**config.mk**
```make
export PLATFORM = sky130hd
export DESIGN_NAME = zx_keyboard_matrix_sync
export DESIGN_NICKNAME = d
export VERILOG_FILES = /design/src/rtl/zx_keyboard_matrix_sync.sv
export SDC_FILE = /design/constraint.sdc
export NUM_CORES = 1
export LEC_CHECK = 0
export ABC_AREA = 1
export CORE_ASPECT_RATIO = 1.75
export CORE_UTILIZATION = 54
export CTS_BUF_LIST = sky130_fd_sc_hd__clkbuf_2 sky130_fd_sc_hd__clkbuf_4 sky130_fd_sc_hd__clkbuf_8
export DETAILED_ROUTE_END_ITERATION = 6
export HOLD_SLACK_MARGIN = 0.12
export PLACE_DENSITY = 0.78
export SYNTH_ARGS = -nofsm -noshare
export SYNTH_HDL_FRONTEND = slang
export SYNTH_SLANG_ARGS = --single-unit
```
**constraint.sdc**
```tcl
create_clock -name clk -period 1.66 [get_ports clk]
set_input_delay 0.249 -clock clk [delete_from_list [all_inputs] [get_ports clk]]
set_output_delay 0.249 -clock clk [all_outputs]
set_load 0.005 [all_outputs]
```
**src/rtl/zx_keyboard_matrix_sync.sv**
```systemverilog
// ZX BUS keyboard port, clocked and parametrised.
// Takes CH446Q-style serial key commands from the HIDman MCU. Each frame
// holds ADDR_BITS address bits, AY first and MSB first. The frame is
// committed by an STB rise, and the key state is taken from DAT at that
// moment. The block keeps a ROWS x COLS key matrix plus the PAUSE, MAGIC and
// RESET special keys. Z80 reads of port #FE return the AND of the half-rows
// selected by the A[15:8] bits that are low.
// Optional feature: define KEYMATRIX_WDT_EN to build the MCU-heartbeat
// watchdog. When it times out, every key and special key is released.
module zx_keyboard_matrix_sync #(
  parameter int ROWS     = 8,
  parameter int COLS     = 5,
  parameter int AX_BITS  = 4,
  parameter int AY_BITS  = 3,
  parameter int WDT_CLKS = 1750000
) (
  input  logic            clk,
  input  logic            rst_in,
  input  logic            DAT,
  input  logic            SK,
  input  logic            STB,
  input  logic [15:0]     A,
  input  logic            M1,
  input  logic            RD,
  input  logic            IORQ,
  output logic [COLS-1:0] D,
  output logic            IORQGE,
  output logic            enable,
  output logic            PAUSE,
  output logic            MAGIC,
  output logic            RESET,
  output logic            frame_err,
  output logic            wdt_expired
);

  localparam int ADDR_BITS = AX_BITS + AY_BITS;
  localparam int CNT_W     = $clog2(ADDR_BITS + 1);
  localparam logic [CNT_W-1:0] CNT_FULL = CNT_W'(ADDR_BITS);

  // Bit order in these vectors is {STB, SK, DAT}.
  logic [2:0] meta_q, sync_q, hist_q;
  logic       dat_s, sk_rise, stb_rise;

  logic [ADDR_BITS-1:0]       shreg_q;
  logic [CNT_W-1:0]           bit_cnt_q;
  logic                       new_frame_q;
  logic [ROWS-1:0][COLS-1:0]  keys_q;

  logic [AX_BITS-1:0] ax;
  logic [AY_BITS-1:0] ay;
  logic               commit;
  logic               wdt_fire;

  // Two-flop synchroniser plus one history flop per MCU line.
  always_ff @(posedge clk or posedge rst_in) begin
    if (rst_in) begin
      meta_q <= '0;
      sync_q <= '0;
      hist_q <= '0;
    end else begin
      // NOTE: every clocked block uses <=, so all flops sample the old values
      // together and the order of statements inside the block does not matter.
      meta_q <= {STB, SK, DAT};
      sync_q <= meta_q;
      hist_q <= sync_q;
    end
  end

  assign dat_s    = sync_q[0];
  assign sk_rise  = sync_q[1] & ~hist_q[1];
  assign stb_rise = sync_q[2] & ~hist_q[2];

  // DAT is sampled by level and never edge-detected, so its history flop
  // has no reader.
  logic unused_ok;
  assign unused_ok = &{1'b0, hist_q[0], A[7:1]};

  assign ax     = shreg_q[AX_BITS-1:0];
  assign ay     = shreg_q[ADDR_BITS-1:AX_BITS];
  assign commit = stb_rise && (bit_cnt_q == CNT_FULL);

  // Shift register and bit counter. STB takes priority over a coincident SK
  // rise, which is dropped and reported as a frame error.
  always_ff @(posedge clk or posedge rst_in) begin
    if (rst_in) begin
      shreg_q     <= '0;
      bit_cnt_q   <= '0;
      new_frame_q <= 1'b0;
      frame_err   <= 1'b0;
    end else if (stb_rise) begin
      new_frame_q <= 1'b1;
      frame_err   <= (bit_cnt_q != CNT_FULL) | sk_rise;
    end else begin
      frame_err <= 1'b0;
      if (sk_rise) begin
        shreg_q     <= {shreg_q[ADDR_BITS-2:0], dat_s};
        new_frame_q <= 1'b0;
        if (new_frame_q)                bit_cnt_q <= CNT_W'(1);
        else if (bit_cnt_q != CNT_FULL) bit_cnt_q <= bit_cnt_q + CNT_W'(1);
      end
    end
  end

  // Key matrix and special keys. A commit takes priority over a watchdog
  // release in the same cycle.
  always_ff @(posedge clk or posedge rst_in) begin
    if (rst_in) begin
      // NOTE: keys_q is a small register bank and not a RAM, so it gets the
      // asynchronous reset and powers up with every key released.
      keys_q <= '1;
      PAUSE  <= 1'b0;
      MAGIC  <= 1'b0;
      RESET  <= 1'b0;
    end else if (commit) begin
      for (int r = 0; r < ROWS; r++)
        for (int c = 0; c < COLS; c++)
          if (int'(ax) == r && int'(ay) == c) keys_q[r][c] <= ~dat_s;
      if (int'(ax) == 8) begin
        case (int'(ay))
          4:       if (dat_s) keys_q <= '1;
          5:       MAGIC <= dat_s;
          6:       RESET <= dat_s;
          7:       PAUSE <= dat_s;
          default: ;
        endcase
      end
    end else if (wdt_fire) begin
      keys_q <= '1;
      PAUSE  <= 1'b0;
      MAGIC  <= 1'b0;
      RESET  <= 1'b0;
    end
  end

`ifdef KEYMATRIX_WDT_EN
  localparam int WDT_W = $clog2(WDT_CLKS + 1);
  localparam logic [WDT_W-1:0] WDT_LAST = WDT_W'(WDT_CLKS - 1);
  logic [WDT_W-1:0] wdt_cnt_q;

  assign wdt_fire = (wdt_cnt_q == WDT_LAST);

  // Heartbeat watchdog. Any accepted frame restarts it. Once it reaches the
  // last count it stays there until the next accepted frame.
  always_ff @(posedge clk or posedge rst_in) begin
    if (rst_in) begin
      wdt_cnt_q   <= '0;
      wdt_expired <= 1'b0;
    end else if (commit) begin
      wdt_cnt_q   <= '0;
      wdt_expired <= 1'b0;
    end else if (wdt_cnt_q != WDT_LAST) begin
      wdt_cnt_q <= wdt_cnt_q + WDT_W'(1);
    end else begin
      wdt_expired <= 1'b1;
    end
  end
`else
  assign wdt_fire    = 1'b0;
  assign wdt_expired = 1'b0;
`endif

  // Port #FE read: AND together every half-row whose address line is low.
  always_comb begin
    // NOTE: D gets its default before the loop so every path assigns it and
    // no latch is inferred.
    D = '1;
    for (int r = 0; r < ROWS; r++)
      if (!A[8+r]) D = D & keys_q[r];
  end

  // I/O decode for an even-port access outside an interrupt acknowledge.
  assign IORQGE = ~(~A[0] & M1);
  assign enable = ~A[0] & M1 & ~RD & ~IORQ;

endmodule

```
==> results.ini <==
[clocking]
cts_max_path_buffers=2
tritoncts.num_buffers=9
cts-root-buf=sky130_fd_sc_hd__clkbuf_8
clock_h_tree_levels=3
clock_sinks=63
clk-insertion-delay-late_ns=0.36
path_clk_slew_ns=0.07
cts_tree=done

[detailed_routing]
total_routed_length_um=11100
final_antenna_violating_net_count=0
via_per_inst=5.49
route.detailed.drc=0
drt_first_pass_iters=5
via_count=3797
iter_0_drt_violations=403
wl_per_cell_um=16.1

[setup_path]
worstPathRequired_ns=1.41
critPathKind=register to primary output
cp_data_arrival_time_ns=1.59
setup.worst_path.end_class=primary output
worstSetupStartpointType=register
worst-path-max-fanout=2

[placed_design]
io_buffer_count=27
gp_congestion=0.922
placedCellCount=661
place_worst_setup_slack_ns=-0.448
final_hpwl_dp_um=6750

[yosys]
yosys_warnings=0
syn_area_per_cell_um2=7.01
synth_fp_nets=554
mappedNetlistArea_um2=3700
synth_seq_area_share_pct=43.9
ys_seq_elements=63
synth_cells=528
netlist-cell-type-count=24

[sta]
postLayoutSetupSlackWorst_ns=-0.177
final.setup_skew_ns=0.0115
finalHoldViolations=0
timing_max_transition_violations_final=0
finalSetupViolations=5
rsz_0062_raised_after_global_routing=true
timing.final.crit_period_ns=1.84
fmax_ghz=0.544
part_of_the_cycle_the_worst_path_needs_pct=111

[run]
max-cap-violations=0

[global_routing]
antenna_violations_before_repair=0
maximum_number_of_pins_on_one_net_before_global_route_repair=41
grt.overflow.total=0
grt_pass1_vias=3751
grt_pass1_wl_um=17800
grt_util_all_layers_pct=32.9

[floorplanning]
floorplan.initialDensity_pct=56.2
fp-row-count=39
coreArea_um2=6590
dieArea_um2=7200
floorplan.io_pins=36
die_height_um=112
floorplan.die.width_um=64.6

[final_layout]
antenna-diode-count=0
fillCellCount=468
layout-drive-gt1-share_pct=32.5
num-nets-final=630
area_delta_synth_final_pct=33.0
instances_no_fill=691

[power_and_ir_drop]
power_density_nw_per_um2=1240
finalPower_mw=6.11
lkg_pwr_nw=2.39
ir_worst_vdd_uv=835

[outcome]
run_status=finished, violations left
failed_checks=negative setup slack

[hold_path]
worstHoldPathType=input port to register

## registers in the layout (all words and copies together) (netlist names)
register,flops
frame_err,1
RESET,1
keys_q,40
shreg_q,7
hist_q,2
bit_cnt_q,3
new_frame_q,1
PAUSE,1
meta_q,3
sync_q,3
MAGIC,1
## logic make-up after synthesis
group | Yosys count | synth area share (%)
buf+inv | 84 | 9.63
fa+ha+maj | 2 | 0.676
flops | 63 | 43.9
compound gates | 34 | 5.88
simple gates | 344 | 39.8
other cells | 1 | 0.101
## layout make-up
type	count	area [µm²]	share of cell area [%]
Clock buffer	14	186	3.79
Clock inverter	2	60.1	1.22
Inverter	66	256	5.21
Multi-Input combinational cell	381	1860	37.7
Sequential cell	63	1630	33.0
Tap cell	82	103	2.08
Timing Repair Buffer	83	835	17.0
## final timing paths
path                       slack (ns)    startpoint  cells after the start         end
min in group asynchronous        0.48        rst_in                      2   keys_q[9]
hold / removal                   0.34           STB                      1   meta_q[2]
max in group asynchronous        0.90        rst_in                      3  keys_q[24]
setup reg to reg                 0.03  bit_cnt_q[0]                     10  keys_q[29]
hold reg to reg                  0.35     meta_q[2]                      0   sync_q[2]
setup / recovery                -0.18    keys_q[10]                      5        D[0]
## through the flow
step / hold slack, ns / setup TNS (ns) / area [µm²] / util, %
after floorplan: 0.280 / 0 / 3710 / -
after global placement: 0.334 / -1.94 / 4360 / 66.2
after detailed placement: 0.341 / -2.43 / 4360 / 66.2
after CTS: 0.331 / -0.391 / 4780 / 72.6
after global routing: 0.348 / -0.595 / 4920 / 74.7
final: 0.338 / -0.388 / 4920 / 74.7
## where the power goes
part           switching, mW  internal [mW]  total [mW]  leakage (nW)
Combinational           1.16          0.919        2.08          1.56
Clock                  0.598           1.03        1.62         0.126
Sequential             0.328           2.07        2.40         0.703
Total                   2.09           4.02        6.11          2.39
## placed cells by master (no fill, tap or decap), types with 2 or more instances in the layout
master,instances
sky130_fd_sc_hd__inv_2,10
sky130_fd_sc_hd__a21oi_2,8
sky130_fd_sc_hd__buf_6,3
sky130_fd_sc_hd__nor2_4,4
sky130_fd_sc_hd__dfrtp_1,23
sky130_fd_sc_hd__o221ai_1,5
sky130_fd_sc_hd__dlygate4sd2_1,2
sky130_fd_sc_hd__nand2_1,154
sky130_fd_sc_hd__a21oi_1,3
sky130_fd_sc_hd__buf_12,6
sky130_fd_sc_hd__inv_1,53
sky130_fd_sc_hd__o21ai_0,11
sky130_fd_sc_hd__clkbuf_8,13
sky130_fd_sc_hd__nand3_1,49
sky130_fd_sc_hd__nor2_1,81
sky130_fd_sc_hd__buf_2,5
sky130_fd_sc_hd__buf_16,2
sky130_fd_sc_hd__o221ai_2,4
sky130_fd_sc_hd__buf_4,43
sky130_fd_sc_hd__nor2_2,20
sky130_fd_sc_hd__dfstp_2,40
sky130_fd_sc_hd__or2_2,26
sky130_fd_sc_hd__bufinv_16,2
sky130_fd_sc_hd__clkdlybuf4s50_1,19
sky130_fd_sc_hd__nand4_1,6
## metal layers
metal,GRT usage (%),share of wire [%],up-vias
met2,53.8,51,189
met4,26.2,6.3,0
met3,6.66,7.3,50
li1,-,-,1792
met1,36.0,36,1766
met5,0,0,-
## Yosys cell counts, drive strengths merged
master  instances  area, µm²
o21ai          12       71.3
dfrtp          23        576
o221ai          9       78.8
clkinv          2       7.51
a21oi          11       55.1
nand3          49        245
conb            1       3.75
nor3            2       10.0
nand4           6       37.5
nor2          105        429
nand2         155        582
inv            64        240
buf            10       78.8
dfstp          40       1050
or2            27        169
ha              2       25.0
clkbuf          8       30.0
o22ai           2       12.5
## worst max-delay path, cell delays in order (launching register included)
cell	delay, ns
sky130_fd_sc_hd__dfstp_2	0.56
sky130_fd_sc_hd__nor2_1	0.06
sky130_fd_sc_hd__a21oi_2	0.16
sky130_fd_sc_hd__o221ai_2	0.12
sky130_fd_sc_hd__nor2_2	0.18
sky130_fd_sc_hd__buf_2	0.15
## repair_timing
| action | in CTS | in global routing |
|---|---|---|
| pin swaps | 15 | 13 |
| hold buffers | 0 | 0 |
| setup endpoints to repair | 36 | 24 |
| gates resized for setup | 48 | 25 |
| gates cloned | 3 | 1 |
| buffers inserted | 6 | 5 |
Note: power is estimated with default switching activity, not from simulation.
